$ cat src/rtl/sim_run_sequencer_if.sv
// Control/status bundle between the run sequencer and the logic it drives and observes.
// master is the sequencer side; slave is the controller/observer side.
interface sim_run_sequencer_if #(
    parameter int CW = 32
);
    logic          restart_i;
    logic          done_i;
    logic          sub_reset_l;
    logic          running;
    logic [CW-1:0] run_cycles;
    logic          pass_o;
    logic          timeout_o;
    logic [7:0]    run_count;

    modport master (
        input  restart_i, done_i,
        output sub_reset_l, running, run_cycles, pass_o, timeout_o, run_count
    );

    modport slave (
        output restart_i, done_i,
        input  sub_reset_l, running, run_cycles, pass_o, timeout_o, run_count
    );
endinterface

$ cat src/rtl/sim_run_sequencer.sv
// Holds the downstream reset for HOLD_CYCLES, times the run, and reports pass/timeout.
// All outputs are registered (one-cycle response to restart/done); no backpressure, inputs are pulses.
module sim_run_sequencer #(
    parameter int HOLD_CYCLES    = 4,
    parameter int TIMEOUT_CYCLES = 100,
    parameter int CW             = 32
) (
    input  logic                 clk,
    input  logic                 reset_l,
    sim_run_sequencer_if.master  sif
);
    localparam int HW = (HOLD_CYCLES > 1) ? $clog2(HOLD_CYCLES) : 1;

    typedef enum logic [1:0] {
        S_HOLD,
        S_RUN,
        S_PASS,
        S_FAIL
    } state_t;

    state_t        state;
    logic [HW-1:0] hold_cnt;
    logic [CW-1:0] run_cycles_q;

    assign sif.run_cycles = run_cycles_q;

    always_ff @(posedge clk) begin
        if (!reset_l) begin
            state           <= S_HOLD;
            hold_cnt        <= '0;
            run_cycles_q    <= '0;
            sif.sub_reset_l <= 1'b0;
            sif.running     <= 1'b0;
            sif.pass_o      <= 1'b0;
            sif.timeout_o   <= 1'b0;
            sif.run_count   <= 8'd0;
        end else if (sif.restart_i) begin
            // Restart outranks done and timeout, even mid-run.
            state           <= S_HOLD;
            hold_cnt        <= '0;
            run_cycles_q    <= '0;
            sif.sub_reset_l <= 1'b0;
            sif.running     <= 1'b0;
            sif.pass_o      <= 1'b0;
            sif.timeout_o   <= 1'b0;
            if (sif.run_count != 8'd255) begin
                sif.run_count <= sif.run_count + 8'd1;
            end
        end else begin
            case (state)
                S_HOLD: begin
                    if (hold_cnt == HW'(HOLD_CYCLES - 1)) begin
                        state           <= S_RUN;
                        hold_cnt        <= '0;
                        sif.sub_reset_l <= 1'b1;
                        sif.running     <= 1'b1;
                    end else begin
                        hold_cnt <= hold_cnt + HW'(1);
                    end
                end
                S_RUN: begin
                    // run_cycles freezes on the exit edge so it reports the last RUN cycle index.
                    if (sif.done_i) begin
                        state           <= S_PASS;
                        sif.pass_o      <= 1'b1;
                        sif.sub_reset_l <= 1'b0;
                        sif.running     <= 1'b0;
                    end else if (run_cycles_q == CW'(TIMEOUT_CYCLES - 1)) begin
                        state           <= S_FAIL;
                        sif.timeout_o   <= 1'b1;
                        sif.sub_reset_l <= 1'b0;
                        sif.running     <= 1'b0;
                    end else begin
                        run_cycles_q <= run_cycles_q + CW'(1);
                    end
                end
                default: begin
                    state <= state;
                end
            endcase
        end
    end
endmodule

$ cat src/flat_wrapper.sv
// flat-port wrapper written by rule: the top's interface ports become plain ports
module sim_run_sequencer_flat 
#(
    parameter int HOLD_CYCLES    = 4,
    parameter int TIMEOUT_CYCLES = 100,
    parameter int CW             = 32
)
  (clk, reset_l, sif_restart_i, sif_done_i, sif_sub_reset_l, sif_running, sif_run_cycles, sif_pass_o, sif_timeout_o, sif_run_count);
  sim_run_sequencer_if #(.CW(CW)) sif_i ();
  input  logic clk;
  input  logic reset_l;
  input wire logic [$bits(sif_i.restart_i)-1:0] sif_restart_i;
  input wire logic [$bits(sif_i.done_i)-1:0] sif_done_i;
  output wire logic [$bits(sif_i.sub_reset_l)-1:0] sif_sub_reset_l;
  output wire logic [$bits(sif_i.running)-1:0] sif_running;
  output wire logic [$bits(sif_i.run_cycles)-1:0] sif_run_cycles;
  output wire logic [$bits(sif_i.pass_o)-1:0] sif_pass_o;
  output wire logic [$bits(sif_i.timeout_o)-1:0] sif_timeout_o;
  output wire logic [$bits(sif_i.run_count)-1:0] sif_run_count;
  assign sif_i.restart_i = sif_restart_i;
  assign sif_i.done_i = sif_done_i;
  assign sif_sub_reset_l = sif_i.sub_reset_l;
  assign sif_running = sif_i.running;
  assign sif_run_cycles = sif_i.run_cycles;
  assign sif_pass_o = sif_i.pass_o;
  assign sif_timeout_o = sif_i.timeout_o;
  assign sif_run_count = sif_i.run_count;
  sim_run_sequencer #(.HOLD_CYCLES(HOLD_CYCLES), .TIMEOUT_CYCLES(TIMEOUT_CYCLES), .CW(CW)) u_core (.clk(clk), .reset_l(reset_l), .sif(sif_i));
endmodule
$ cat config.mk
export PLATFORM = sky130hd
export DESIGN_NAME = sim_run_sequencer_flat
export DESIGN_NICKNAME = d
export VERILOG_FILES = /design/src/rtl/sim_run_sequencer_if.sv /design/src/rtl/sim_run_sequencer.sv /design/src/flat_wrapper.sv
export SDC_FILE = /design/constraint.sdc
export NUM_CORES = 1
export LEC_CHECK = 0
export ABC_AREA = 0
export BUFFER_PORTS_ARGS = -buffer_cell sky130_fd_sc_hd__buf_4
export CORE_MARGIN = 2
export CORE_UTILIZATION = 35
export CTS_CLUSTER_DIAMETER = 40
export DETAILED_ROUTE_END_ITERATION = 8
export GPL_ROUTABILITY_DRIVEN = 0
export PLACE_DENSITY = 0.66
export SYNTH_ARGS = -nofsm -noshare
export SYNTH_HDL_FRONTEND = slang
export SYNTH_SLANG_ARGS = --single-unit
$ cat constraint.sdc
create_clock -name clk -period 2.5 [get_ports clk]
set_input_delay 0.25 -clock clk [delete_from_list [all_inputs] [get_ports clk]]
set_output_delay 0.25 -clock clk [all_outputs]
set_load 0.01 [all_outputs]
== Word level (Yosys, flattened, before mapping) ==
Index checks and enable logic that the tools add are counted.

* Bits in registers: 47
* Bits of input ports: 4
* Output and inout port bits: 44
* Word-level logic and storage cells: 36

* $add $sub $neg: 3
* Eq/ne operators: 6
* Mux-type cells: 9
* Bitwise operators: 3
* Reduce and logical (&&, ||, !) cells: 8

{| class="wikitable"
|+ Operators by type and width
! operator !! count
|-
| adder 32 x 1 -> 32 bit, second input constant || 1
|-
| equality test 32 x 7 -> 1 bit, second input constant || 1
|-
| AND reduction 3 bit || 3
|-
| adder 8 x 1 -> 8 bit, second input constant || 1
|-
| 2-to-1 mux 2 bit || 4
|-
| inequality test 8 bit, second input constant || 1
|-
| one-hot mux 2 bit (2 select lines) || 1
|-
| AND reduction 2 bit || 2
|-
| 2-to-1 mux 1 bit || 3
|-
| inequality test 3 x 2 -> 1 bit, second input constant || 1
|-
| inverter 1 bit || 3
|-
| adder 2 x 1 -> 2 bit, second input constant || 1
|-
| equality test 2 x 1 -> 1 bit, second input constant || 1
|-
| equality test 2 bit, second input constant || 1
|-
| logical NOT 2 bit || 1
|-
| inequality test 2 x 1 -> 1 bit, second input constant || 1
|-
| one-hot mux 1 bit (2 select lines) || 1
|-
| nonzero test 2 bit || 1
|-
| OR reduction 2 bit || 1
|}

== Longest topological paths before layout ==
Gate-level depths: netlist of run 1.

* Depth in word-level cells: 4
* Depth in mapped cells: 7
* Gate-level depth less buffers: 6

== Worst setup path after synthesis of run 1 ==
Ideal clock, no wire load.

* Path kind: reg-to-reg
* From: register u_core.run_cycles_q[0], in the netlist u_core.sif.run_cycles[0]
* To: register u_core.run_cycles_q[0], in the netlist u_core.sif.run_cycles[0]
* Setup time: 0.128 ns
* Data arrival time: 1.686 ns
* Required time: 2.372 ns
* Slack: 0.687 ns
* Stages on the path, launching flop included: 8
* Buffers on the path: 1
* Clock period less this slack: 1.813 ns
* Cells stage by stage: dfxtp_1 > ha_1 > nor4b_1 > nand4_1 > o21ai_2 > buf_2 > xor2_1 > nor2_1

* Longest elaborated chain between the ends: 3
* Elaborated cells on any way between the ends: 4
* Those cells by class: add/sub: 1; eq/ne: 1; bitwise: 1; reduce/logical: 1

{| class="wikitable"
|+ RTL lines
! element !! RTL line !! text
|-
| start, declared || sim_run_sequencer.sv:23 || <nowiki>logic [CW-1:0] run_cycles_q;</nowiki>
|-
| start signal, assigned || sim_run_sequencer.sv:74 || <nowiki>run_cycles_q <= run_cycles_q + CW'(1);</nowiki>
|-
| parallel branches: the longest is 3 deep, another holds adder 32 x 1 -> 32 bit || - ||
|}

Several ways; the timed one is not identified.
A chain may end at the register's enable or synchronous reset.

== Final worst setup path of run 1 ==
* From: register u_core.run_cycles_q[0], in the netlist u_core.sif.run_cycles[0]
* To: register u_core.run_cycles_q[12], in the netlist u_core.sif.run_cycles[12]

The elaborated chain is that of the path after synthesis.

==> summary.md, run 1 <==
| Metric | Value |
|---|---|
| Period utilization | `between 90% and 100%` |
| Clock period minus worst slack | `about 2.3 ns` |
| Max Fclk | `between 0.4 and 0.5 GHz` |
| Hold buffer count at CTS | `0` |
| CP endpoint kind | `flip-flop` |
| WP data required | `approximately 2.7 ns` |
| RR Startpoint | `u_core.sif.run_cycles[0]$_SDFFE_PP0P_` |
| Clock Tree Buf Depth | `2` |
| Initial core utilization | `36.7%` |
| Mapped cell area | `roughly 0.0022 mm^2` |
| RSZ-0062 raised after global routing | `false` |
| Clock transition at path regs | `approximately 0.080 ns` |
| WP data arrival | `approximately 2.5 ns` |
| Post-DRT Antenna Nets | `0` |
| DR pass1 iterations | `4` |
| Die Ht | `83.3 um` |
| Reg power frac | `62.1%` |
| Vias in the first global route | `approximately 1800` |
| IO Pins | `48` |
| Post-layout util | `~45%` |
| Worst-Skew Late Latency | `0.30 ns` |
| H-Tree Depth | `2` |
| Design Power | `approximately 1.2 mW` |
| Die width | `~83 um` |
| Root Driver | `clkbuf_8` |
| Comb pwr share | `between 3 and 4%` |
| Largest family of logic cells by synthesized area | `simple AND/OR/NAND/NOR gates` |
| Total Wirelength | `between 5000 and 6000 um` |
| Sequential area share after synthesis | `42.8%` |
| CP startpoint kind | `flip-flop` |
| Via/cell ratio | `~5.3` |
| Most frequent cells in the layout | `buf_4, dfxtp_1, nor2_1, xor2_1, nand2_1` |
| EDFF count, synth | `0` |
| Largest net degree at the start of global routing | `25` |
| Compound-cell area share of the yosys netlist | `~6.5%` |
| Average wire per standard cell | `~13 um` |
| WHS Path Cells | `2` |
| Share of layout cells above drive strength 1 | `~20%` |
| Cells after Synth | `between 200 and 300` |
| Max Fanout on Critical Path | `19` |
| Iter 0 DRT Violations | `83` |
| Max Cap Viol | `0` |
| CTS tree | `done` |
| DPL Wire Length | `~3700 um` |
| Main synth FF type | `dfxtp_1` |
| Fin. max-slew vios | `0` |
| Layout Skew | `about 0.0032 ns` |
| Setup Fix Bufs, Post-CTS | `0` |
| Fillers | `between 600 and 700` |
| Unique masters post-synth | `39` |
| Slew @ Worst Pin | `approximately 0.69 ns` |
| Initial antenna violation count | `0` |
| Cts bufs inserted | `5` |
| Commonest non-fill, non-tap cell in the layout | `buf_4` |
| TNS Setup | `0 ns` |
| P_leak | `1.03 nW` |
| Core Region | `0.00599 mm^2` |
| Syn_nets | `between 200 and 300` |
| # diodes | `0` |
| Ys Warns | `0` |
| Seq cells post-synth | `47` |
| Ys async rst share | `0%` |
| Final hold violations | `0` |
| DRC viols | `0` |
| Number of buffers added on ports | `47` |
| Final setup fails | `0` |
| Post-Syn Area per Cell | `about 8.5 um^2` |
| Via count | `between 2000 and 2500` |
| Switch Pwr | `between 0.2 and 0.3 mW` |
| Post-Synth XOR/XNOR Area | `between 10% and 20%` |
| Layout area overhead | `22.8%` |
| Pwr dens | `about 450 mW/mm^2` |
| Worst Hold End | `u_core.state[0]$_SDFFE_PP0P_` |
| Worst Hold Class | `input port to flip-flop` |
| First-pass GRT wire length | `about 8500 um` |
| Mux cell area share after synthesis | `between 1 and 1.5%` |
| GRT overflow | `0` |
| Clk pwr share | `about a third` |
| Post-synthesis simple-gate area fraction | `around a third` |
| CTS sink cnt | `between 40 and 50` |
| FF-to-FF setup slack | `~0.24 ns` |
| Die area | `0.00693 mm^2` |
| Status | `complete, no violations` |
| VDD IR max | `between 0.2 and 0.25 mV` |
| Fin nets | `about 320` |
| CP Class | `flip-flop to flip-flop` |
| Hold path start | `sif_done_i` |
| Internal power | `~0.96 mW` |
| Switching part of the total | `21.7%` |
| Worst slew margin | `between 50 and 60%` |
| Site row count | `28` |
| PostCTS Resize Cnt | `0` |
| FF-to-FF End | `u_core.sif.run_cycles[12]$_SDFFE_PP0P_` |
| R2R depth | `6` |
| Synth Area in Adders | `1.71%` |
| Global Route Usage Sum | `14.8%` |
==> synthesized netlist by cell type (all sizes together), types with 2 or more instances <==
| master | number | area, um^2 |
|---|---|---|
| clkbuf | 3 | 11.3 |
| or3 | 6 | 37.5 |
| nor3 | 8 | 56.3 |
| dfxtp | 47 | 941 |
| nor2 | 45 | 169 |
| mux2i | 3 | 30.0 |
| nor2b | 2 | 12.5 |
| and2 | 2 | 12.5 |
| nand3 | 17 | 85.1 |
| o21ai | 10 | 53.8 |
| nor4b | 3 | 26.3 |
| ha | 3 | 37.5 |
| and4 | 2 | 17.5 |
| or4 | 2 | 15.0 |
| nand4 | 18 | 119 |
| and3 | 3 | 18.8 |
| nor4 | 8 | 65.1 |
| o211ai | 2 | 15.0 |
| a21oi | 10 | 50.1 |
| nand2 | 19 | 71.3 |
| inv | 7 | 26.3 |
| xnor2 | 7 | 61.3 |
| xor2 | 21 | 184 |
| buf | 4 | 28.8 |
==> worst max-delay path by stage <==
| stage | start | end | slack, ns | cells past startpoint |
|---|---|---|---|---|
| 3_5_place_dp | u_core.sif.run_cycles[0]$_SDFFE_PP0P_ | u_core.sif.run_cycles[15]$_SDFFE_PP0P_ | 0.30 | 6 |
| 4_1_cts | u_core.sif.run_cycles[0]$_SDFFE_PP0P_ | u_core.sif.run_cycles[15]$_SDFFE_PP0P_ | 0.27 | 6 |
| 2_1_floorplan | u_core.sif.run_cycles[0]$_SDFFE_PP0P_ | u_core.sif.run_cycles[0]$_SDFFE_PP0P_ | 0.69 | 7 |
| 6_report | u_core.sif.run_cycles[0]$_SDFFE_PP0P_ | u_core.sif.run_cycles[12]$_SDFFE_PP0P_ | 0.24 | 6 |
| 5_1_grt | u_core.sif.run_cycles[0]$_SDFFE_PP0P_ | u_core.sif.run_cycles[12]$_SDFFE_PP0P_ | 0.05 | 6 |
| 3_3_place_gp | u_core.sif.run_cycles[0]$_SDFFE_PP0P_ | u_core.sif.run_cycles[10]$_SDFFE_PP0P_ | 0.34 | 6 |
==> flip-flops by register name, summed over array words and instances (netlist names) <==
register and count:
u_core.state 2, u_core.sif.sub_reset_l 1, u_core.sif.run_cycles 32, u_core.sif.run_count 8, u_core.sif.timeout_o 1, u_core.sif.pass_o 1
u_core.hold_cnt 2
==> power groups by stage <==
stage | sequential, mW | clock [mW] | combinational (mW)
floorplan | 0.777 | 0 | 0.0244
global placement | 0.776 | 0 | 0.0438
detailed placement | 0.776 | 0 | 0.0443
CTS | 0.759 | 0.441 | 0.0445
global route | 0.759 | 0.465 | 0.0501
finish | 0.759 | 0.420 | 0.0436
==> layer usage <==
layer | part of all wire [%] | track usage (%) | vias to the layer above
met1 | 47 | 19.4 | 959
met3 | 3.9 | 2.68 | 8
met5 | 0 | 0 | -
met2 | 48 | 23.8 | 42
li1 | - | - | 1005
met4 | 1.8 | 5.96 | 0
==> critical path, cell delays in order (launching register included) <==
cell     delay [ns]
dfxtp_1        0.46
ha_1           0.26
nor4b_1        0.26
nand4_1        0.22
o21ai_2        0.63
o21ai_0        0.20
a21oi_1        0.16
==> metrics by stage <==
step,instances,cell area [um^2],hold WS (ns),setup slack [ns]
3_5_place_dp,377,2630,0.471,0.297
2_1_floorplan,259,2200,0.346,0.687
3_3_place_gp,377,2630,0.465,0.342
5_1_grt,383,2700,0.197,0.0537
6_report,383,2700,0.183,0.243
4_1_cts,383,2700,0.167,0.266
==> kinds of logic (layout without fill, tap and decap cells) <==
logic type / after synthesis / count (layout)
fa+ha+maj: 3 / 3
compound gates: 25 / 25
mux: 3 / 3
buf+inv: 15 / 64
flops: 47 / 47
simple gates: 138 / 138
xor+xnor: 28 / 28
==> area by class of cell <==
| class | count | area [um^2] | area share, % |
|---|---|---|---|
| Tap cell | 75 | 93.8 | 3.48 |
| Multi-Input combinational cell | 197 | 1190 | 44.0 |
| Clock buffer | 6 | 72.6 | 2.69 |
| Timing Repair Buffer | 50 | 375 | 13.9 |
| Sequential cell | 47 | 941 | 34.8 |
| Inverter | 8 | 30.0 | 1.11 |
(Power assumes the default switching activity.)
==> inputs of run 2 (changes only) <==
--- a/config.mk
+++ b/config.mk
@@ -5,14 +5,13 @@
 export SDC_FILE = /design/constraint.sdc
 export NUM_CORES = 1
 export LEC_CHECK = 0
-export ABC_AREA = 0
 export BUFFER_PORTS_ARGS = -buffer_cell sky130_fd_sc_hd__buf_4
 export CORE_MARGIN = 2
-export CORE_UTILIZATION = 35
+export CORE_UTILIZATION = 40
 export CTS_CLUSTER_DIAMETER = 40
 export DETAILED_ROUTE_END_ITERATION = 8
 export GPL_ROUTABILITY_DRIVEN = 0
-export PLACE_DENSITY = 0.66
+export PLACE_DENSITY = 0.73
 export SYNTH_ARGS = -nofsm -noshare
 export SYNTH_HDL_FRONTEND = slang
 export SYNTH_SLANG_ARGS = --single-unit
==> run 2 against run 1 <==
  * Critical path depth down 1
  * Sequential cell count unchanged
  * Worst setup slack better by 0.14 ns
  * Cell area grew 1.9%
  * Cell count decreased by 0.52%
  * Total power grew 14%
  * Register-to-register slack better by 0.14 ns
  * First-iteration DRC count increased by 27%
  * Non-clock buffer count grew 1
  * Die area fell by 12%
  * Wire length is 4.9% lower
  * Combinational power rose by 3%
  * Critical endpoint is now u_core.sif.run_cycles[10]$_SDFFE_PP0P_
  * Largest cell class unchanged
  * Highest routed layer unchanged
==> summary.md, run 2 (synthesis results as in run 1) <==
| Metric | Value |
|---|---|
| Site row count | `26 (-7.1%)` |
| Critical path's slowest cell | `o21ai_2` |
| Via/cell ratio | `5.20 (-1.1%)` |
| CP peak stage delay | `0.61 ns (-0.02 ns)` |
| Post-DRT Antenna Nets | `0 (unchanged)` |
| CP endpoint kind | `flip-flop` |
| Cts bufs inserted | `5 (unchanged)` |
| Die width | `78.1 um (-6.1%)` |
| Number of buffers added on ports | `47 (unchanged)` |
| Hold buffer count at CTS | `0 (unchanged)` |
| Internal power | `1.10 mW (+15%)` |
| Cell family with most CP delay | `simple AND/OR/NAND/NOR gates` |
| CP startpoint kind | `flip-flop` |
| Fin. max-slew vios | `0 (unchanged)` |
| Total Wirelength | `4890 um (-4.9%)` |
| # diodes | `0 (unchanged)` |
| DR pass1 iterations | `4 (unchanged)` |
| Placed Area | `0.00263 mm^2 (about the same)` |
| Pwr dens | `505 mW/mm^2 (+12%)` |
| Largest net degree at the start of global routing | `20 (-20%)` |
| IO Pins | `48 (unchanged)` |
| P_leak | `1.06 nW (+2.8%)` |
| RR Startpoint | `u_core.sif.run_cycles[5]$_SDFFE_PP0P_` |
| RSZ-0062 raised after global routing | `false` |
| FF-to-FF setup slack | `0.39 ns (+0.14 ns)` |
| First-pass GRT wire length | `8220 um (-3.6%)` |
| Critical-path cell list | `nor4b_1 > nand4_1 > o21ai_2 > nor4_1 > mux2i_1` |
| Max Cap Viol | `0 (unchanged)` |
| CP Class | `flip-flop to flip-flop` |
| Max Fanout on Critical Path | `19 (unchanged)` |
| Layout Skew | `0.0103 ns (+0.00716 ns)` |
| Clock period minus worst slack | `2.11 ns (-0.144 ns)` |
| VDD IR max | `0.235 mV (+4.9%)` |
| Worst-Skew Late Latency | `0.30 ns (about the same)` |
| Die Ht | `78.1 um (-6.1%)` |
| Max Fclk | `0.473 GHz (+6.8%)` |
| Core Region | `0.00520 mm^2 (-13%)` |
| DRC viols | `0 (unchanged)` |
| Worst Hold Class | `input port to flip-flop` |
| Comb pwr share | `3.2% (-0.4 points)` |
| Crit path to | `u_core.sif.run_cycles[10]$_SDFFE_PP0P_` |
| Stages on the worst setup path | `5 (-1)` |
| Clk pwr share | `42.1% (+7.7 points)` |
| Root Driver | `clkbuf_8` |
| Most frequent cells in the layout | `buf_4, dfxtp_1, nor2_1, xor2_1, nand2_1` |
| Share of layout cells above drive strength 1 | `20.9% (+1.1 points)` |
| Finished Cell Area | `0.00275 mm^2 (+1.9%)` |
| Max FFs per register | `32 (unchanged)` |
| Critical Path Start | `u_core.sif.run_cycles[5]$_SDFFE_PP0P_` |
| TNS Setup | `0 ns (unchanged)` |
| Layout area overhead | `25.1%` |
| WP data arrival | `2.30 ns (-0.18 ns)` |
| Reg power frac | `54.6% (-7.5 points)` |
| Initial core utilization | `42.2% (+5.5 points)` |
| CTS sink cnt | `47 (unchanged)` |
| Setup Fix Bufs, Post-CTS | `0 (unchanged)` |
| DPL Wire Length | `3570 um (-3.2%)` |
| Initial antenna violation count | `0 (unchanged)` |
| Global Route Usage Sum | `16.5% (+1.8 points)` |
| WP data required | `2.69 ns (-0.03 ns)` |
| CTS tree | `done` |
| Die area | `0.00611 mm^2 (-12%)` |
| Switching part of the total | `20.8% (-0.97 points)` |
| Clock transition at path regs | `0.09 ns (about the same)` |
| PostCTS Resize Cnt | `0 (unchanged)` |
| Fin nets | `317 (+0.32%)` |
| R2R depth | `5 (-1)` |
| Vias in the first global route | `1813 (-1.7%)` |
| Slew @ Worst Pin | `0.680 ns (-0.0134 ns)` |
| GRT overflow | `0 (unchanged)` |
| FF-to-FF End | `u_core.sif.run_cycles[10]$_SDFFE_PP0P_` |
| CP Buf/Inv Count | `0 (unchanged)` |
| Clock Tree Buf Depth | `2 (unchanged)` |
| Status | `complete, no violations` |
| Iter 0 DRT Violations | `105 (+27%)` |
| H-Tree Depth | `2 (unchanged)` |
| Worst slew margin | `54.7% (+0.89 points)` |
| Final setup fails | `0 (unchanged)` |
| Final hold violations | `0 (unchanged)` |
| WHS | `0.176 ns (-0.00675 ns)` |
| Average wire per standard cell | `12.8 um (-4.4%)` |
| Commonest non-fill, non-tap cell in the layout | `buf_4` |
| Switch Pwr | `0.288 mW (+8.5%)` |
| Period utilization | `84.5% (-5.7 points)` |
| Via count | `1982 (-1.6%)` |
[run 2: cell types whose count changed in the layout (fill, tap and decap cells not counted)]
cell,previous run,this run
buf_4,50,51
bufinv_16,0,1
clkbuf_1,1,0
clkbuf_8,5,6
inv_6,0,1
[run 2: metal layers]
layer / track usage [%] / part of all wire [%]
met3: 3.91 / 5.7
met2: 25.5 / 44
met1: 22.2 / 49
met4: 6.67 / 1.2
met5: 0 / 0
[run 2: per-stage QoR]
stage / total power [mW] / setup slack, ns / cells / util [%]
floorplan: 0.801 / 0.687 / 259 / -
global placement: 0.821 / 0.452 / 373 / 50.5
global route: 1.45 / 0.204 / 381 / 52.8
CTS: 1.41 / 0.414 / 381 / 52.8
finish: 1.39 / 0.387 / 381 / 52.8
detailed placement: 0.821 / 0.414 / 373 / 50.5
[run 2: cell type report]
cell class | count | area, um^2
fillers | 512 | 2450
multi-input cells | 197 | 1190
flip-flops and latches | 47 | 941
repair buffers | 51 | 383
well taps | 70 | 87.6
clock buffers | 6 | 82.6
clock inverters | 2 | 38.8
inverters | 8 | 30.0
[run 2: how the worst min path moves through the flow]
| stage | end | cells after the start | slack [ns] | start |
|---|---|---|---|---|
| after floorplan | u_core.state[0]$_SDFFE_PP0P_ | 1 | 0.35 | sif_done_i |
| after detailed placement | u_core.sif.pass_o$_SDFFE_PP0P_ | 2 | 0.46 | u_core.sif.pass_o$_SDFFE_PP0P_ |
| final | u_core.state[0]$_SDFFE_PP0P_ | 2 | 0.18 | sif_done_i |
| after global placement | u_core.sif.pass_o$_SDFFE_PP0P_ | 2 | 0.45 | u_core.sif.pass_o$_SDFFE_PP0P_ |
| after global routing | u_core.state[0]$_SDFFE_PP0P_ | 2 | 0.18 | sif_done_i |
| after CTS | u_core.state[0]$_SDFFE_PP0P_ | 2 | 0.16 | sif_done_i |
[run 2: power groups by stage]
stage               Clock (mW)  Combinational [mW]  Sequential, mW
floorplan                    0              0.0244           0.777
global placement             0              0.0447           0.776
detailed placement           0              0.0456           0.776
CTS                      0.607              0.0458           0.758
global route             0.639              0.0513           0.759
finish                   0.585              0.0449           0.758
==> inputs of run 3 (changes only) <==
--- a/config.mk
+++ b/config.mk
@@ -5,13 +5,14 @@
 export SDC_FILE = /design/constraint.sdc
 export NUM_CORES = 1
 export LEC_CHECK = 0
+export ABC_AREA = 1
 export BUFFER_PORTS_ARGS = -buffer_cell sky130_fd_sc_hd__buf_4
 export CORE_MARGIN = 2
 export CORE_UTILIZATION = 40
 export CTS_CLUSTER_DIAMETER = 40
 export DETAILED_ROUTE_END_ITERATION = 8
 export GPL_ROUTABILITY_DRIVEN = 0
-export PLACE_DENSITY = 0.73
+export PLACE_DENSITY = 0.71
 export SYNTH_ARGS = -nofsm -noshare
 export SYNTH_HDL_FRONTEND = slang
 export SYNTH_SLANG_ARGS = --single-unit
==> constraint.sdc (replaced) <==
create_clock -name clk -period 2.2 [get_ports clk]
set_input_delay 0.22 -clock clk [delete_from_list [all_inputs] [get_ports clk]]
set_output_delay 0.22 -clock clk [all_outputs]
set_load 0.01 [all_outputs]
==> run 3 against run 2 <==
  * Total power rose by 4.7%
  * Non-clock buffer count rose by 2
  * Sequential share of layout area is 7.6 points lower
  * Synthesized cell count up 100%
  * Critical path depth up 6
  * Cell area is 28% higher
  * Cell count grew 76%
  * Sequential power rose by 14%
  * Clock skew down 0.00087 ns
  * Combinational power up 25%
  * Wire length grew 67%
  * Critical path type unchanged
  * Critical endpoint is now u_core.sif.sub_reset_l$_SDFFE_PP0P_
  * Largest power group unchanged
==> summary.md, run 3 <==
| Metric | Value |
|---|---|
| # diodes | `0 (unchanged)` |
| Layout Skew | `0.00946 ns (-0.000871 ns)` |
| H-Tree Depth | `2 (unchanged)` |
| Fin nets | `577 (+82%)` |
| P_leak | `1.39 nW (+31%)` |
| Final hold violations | `0 (unchanged)` |
| Via/cell ratio | `4.90 (-5.7%)` |
| Synth area leader | `dfxtp_1` |
| Largest family of logic cells by synthesized area | `simple AND/OR/NAND/NOR gates` |
| Vias in the first global route | `3061 (+69%)` |
| Share of layout cells above drive strength 1 | `12.1% (-8.8 points)` |
| Post-Synth XOR/XNOR Area | `4.08% (-7.1 points)` |
| Period utilization | `82.9% (-1.7 points)` |
| WP data required | `2.40 ns (-0.29 ns)` |
| Mapped cell area | `0.00300 mm^2 (+37%)` |
| CP peak stage delay | `0.41 ns (-0.20 ns)` |
| DRC viols | `0 (unchanged)` |
| Total Wirelength | `8160 um (+67%)` |
| Switch Pwr | `0.355 mW (+23%)` |
| WP data arrival | `2.03 ns (-0.27 ns)` |
| GRT overflow | `0 (unchanged)` |
| Initial antenna violation count | `0 (unchanged)` |
| Status | `complete, no violations` |
| FF-to-FF setup slack | `0.38 ns (about the same)` |
| Worst slew margin | `76.0% (+21 points)` |
| Unique masters post-synth | `25 (-36%)` |
| Root Driver | `clkbuf_8` |
| Switching part of the total | `24.4% (+3.7 points)` |
| Clock period minus worst slack | `1.82 ns (-0.290 ns)` |
| Max Fclk | `0.549 GHz (+16%)` |
| Die Ht | `90.6 um (+16%)` |
| Post-Syn Area per Cell | `5.75 um^2 (-32%)` |
| Pwr dens | `412 mW/mm^2 (-18%)` |
| Most frequent cell after synthesis | `nand2_1` |
| First-pass GRT wire length | `13900 um (+69%)` |
| Post-DRT Antenna Nets | `0 (unchanged)` |
| Worst-Skew Late Latency | `0.31 ns (about the same)` |
| Worst Hold Class | `input port to flip-flop` |
| Final setup fails | `0 (unchanged)` |
| Critical-path cell list | `ha_1 > inv_1 > nor2_1 > nand2_1 > nor2_1 > nand2_2 > nand2_2 > buf_4 > nand2_1 > nand2_1 > nor2_1` |
| Initial core utilization | `41.4% (-0.83 points)` |
| CP startpoint kind | `flip-flop` |
| Post-route insts no fill | `670 (+76%)` |
| Iter 0 DRT Violations | `254 (+140%)` |
| Number of buffers added on ports | `47 (unchanged)` |
| Cells after Synth | `522 (+100%)` |
| Clock transition at path regs | `0.10 ns (about the same)` |
| Cts bufs inserted | `5 (unchanged)` |
| Post-synth top area share | `31.3% (-11 points)` |
| Ys async rst share | `0% (unchanged)` |
| Core Region | `0.00725 mm^2 (+39%)` |
| Comb pwr share | `3.9% (+0.7 points)` |
| Max FFs per register | `32 (unchanged)` |
| CTS tree | `done` |
| Main synth FF type | `dfxtp_1` |
| VDD IR max | `0.270 mV (+15%)` |
| Hold path start | `reset_l` |
| CP Class | `flip-flop to flip-flop` |
| Top post-synthesis cells by area | `dfxtp_1, nand2_1, nor2_1` |
| CP endpoint kind | `flip-flop` |
| DPL Wire Length | `6270 um (+75%)` |
| Post-synthesis simple-gate area fraction | `46.0% (+13 points)` |
| Via count | `3286 (+66%)` |
| Slew @ Worst Pin | `0.359 ns (-0.321 ns)` |
| Design Power | `1.45 mW (+4.7%)` |
| PostCTS Resize Cnt | `0 (unchanged)` |
| RR Startpoint | `u_core.sif.run_cycles[1]$_SDFFE_PP0P_` |
| Layout area overhead | `17.6%` |
| Sequential area share after synthesis | `31.3% (-11 points)` |
| Reg power frac | `59.3% (+4.7 points)` |
| TNS Setup | `0 ns (unchanged)` |
| Top post-synthesis cells by count | `nand2_1, nor2_1, inv_1, dfxtp_1, a21oi_1` |
| Die area | `0.00822 mm^2 (+35%)` |
| Max Cap Viol | `0 (unchanged)` |
| Seq cells post-synth | `47 (unchanged)` |
| Largest net degree at the start of global routing | `32 (+60%)` |
| WHS Path Cells | `3 (+1)` |
| Mux cell area share after synthesis | `0% (-1.4 points)` |
| Global Route Usage Sum | `20.5% (+4.0 points)` |
| Fin. max-slew vios | `0 (unchanged)` |
| Site row count | `31 (+19%)` |
| Clock Tree Buf Depth | `2 (unchanged)` |
| Placed Cells incl. Taps | `662 (+77%)` |
| Synth Area in Adders | `1.25% (-0.46 points)` |
| DR pass1 iterations | `6 (+2)` |
| Compound-cell area share of the yosys netlist | `8.25% (+1.7 points)` |
| Most frequent cells in the layout | `nand2_1, nor2_1, buf_4, inv_1, dfxtp_1` |
| Internal power | `1.10 mW (-0.13%)` |
| CTS sink cnt | `47 (unchanged)` |
| FF-to-FF End | `u_core.sif.sub_reset_l$_SDFFE_PP0P_` |
| EDFF count, synth | `0 (unchanged)` |
| Post-layout util | `48.7% (-4.1 points)` |
| Clk pwr share | `36.8% (-5.3 points)` |
| Hold buffer count at CTS | `0 (unchanged)` |
| Worst Hold End | `u_core.sif.run_count[6]$_SDFFE_PN0P_` |
| R2R depth | `11 (+6)` |
| Average wire per standard cell | `12.2 um (-5.1%)` |
| Setup Fix Bufs, Post-CTS | `0 (unchanged)` |
| Max Fanout on Critical Path | `17 (-2)` |
| Critical path's slowest cell | `dfxtp_1` |
| Syn_nets | `529 (+99%)` |
| Commonest non-fill, non-tap cell in the layout | `nand2_1` |
| IO Pins | `48 (unchanged)` |
| Die width | `90.6 um (+16%)` |
| Ys Warns | `0 (unchanged)` |
| RSZ-0062 raised after global routing | `false` |
[run 3: worst max-delay path, delay by kind of cell, from the launching register on]
kind / cells / cell delay (ns)
adders and majority gates: 1 / 0.29
buffers and inverters: 2 / 0.29
DFF: 1 / 0.41
and+or+nand+nor: 8 / 0.72
[run 3: per-layer routing]
layer  track usage (%)  part of all wire, %  vias to the layer above
met1              26.4                   45                     1450
met3              3.76                  6.6                       20
met2              33.7                   45                      108
met4              8.72                  3.1                        0
li1                  -                    -                     1708
met5                 0                    0                        -
[run 3: layout make-up]
cell class | count | area (um^2)
Multi-Input combinational cell | 412 | 1790
Tap cell | 99 | 124
Timing Repair Buffer | 53 | 398
Clock buffer | 5 | 68.8
Clock inverter | 3 | 20.0
Sequential cell | 47 | 941
Fill cell | 789 | 3720
Inverter | 51 | 191
[run 3: cell families after synthesis]
logic type | after synthesis
AOI/OAI and AO/OA | 49
xor gates and xnor gates | 14
adders and majority gates | 3
buffers and inverters | 63
DFF | 47
and+or+nand+nor | 346
[run 3: worst max path at each step]
stage / start / cells past startpoint / endpoint / slack, ns
finish: u_core.sif.run_cycles[1]$_SDFFE_PP0P_ / 11 / u_core.sif.sub_reset_l$_SDFFE_PP0P_ / 0.38
global route: u_core.sif.run_cycles[1]$_SDFFE_PP0P_ / 10 / u_core.state[1]$_SDFFE_PP0P_ / 0.14
CTS: u_core.sif.run_cycles[1]$_SDFFE_PP0P_ / 11 / u_core.sif.sub_reset_l$_SDFFE_PP0P_ / 0.39
detailed placement: u_core.sif.run_cycles[1]$_SDFFE_PP0P_ / 11 / u_core.sif.sub_reset_l$_SDFFE_PP0P_ / 0.41
global placement: u_core.sif.run_cycles[1]$_SDFFE_PP0P_ / 11 / u_core.sif.sub_reset_l$_SDFFE_PP0P_ / 0.49
floorplan: u_core.sif.run_cycles[0]$_SDFFE_PP0P_ / 10 / u_core.sif.run_cycles[0]$_SDFFE_PP0P_ / 0.55
[run 3: power groups by stage]
stage               sequential, mW  combinational, mW  clock, mW
floorplan                    0.883             0.0332          0
global placement             0.881             0.0545          0
CTS                          0.862             0.0564      0.550
finish                       0.862             0.0561      0.535
global route                 0.864             0.0636      0.587
detailed placement           0.882             0.0561          0
[run 3: metrics by stage]
step / setup slack, ns / hold WS [ns] / cell area [um^2]
finish: 0.377 / 0.176 / 3530
global route: 0.140 / 0.180 / 3530
CTS: 0.389 / 0.166 / 3530
detailed placement: 0.412 / 0.449 / 3440
global placement: 0.494 / 0.443 / 3440
floorplan: 0.550 / 0.343 / 3000
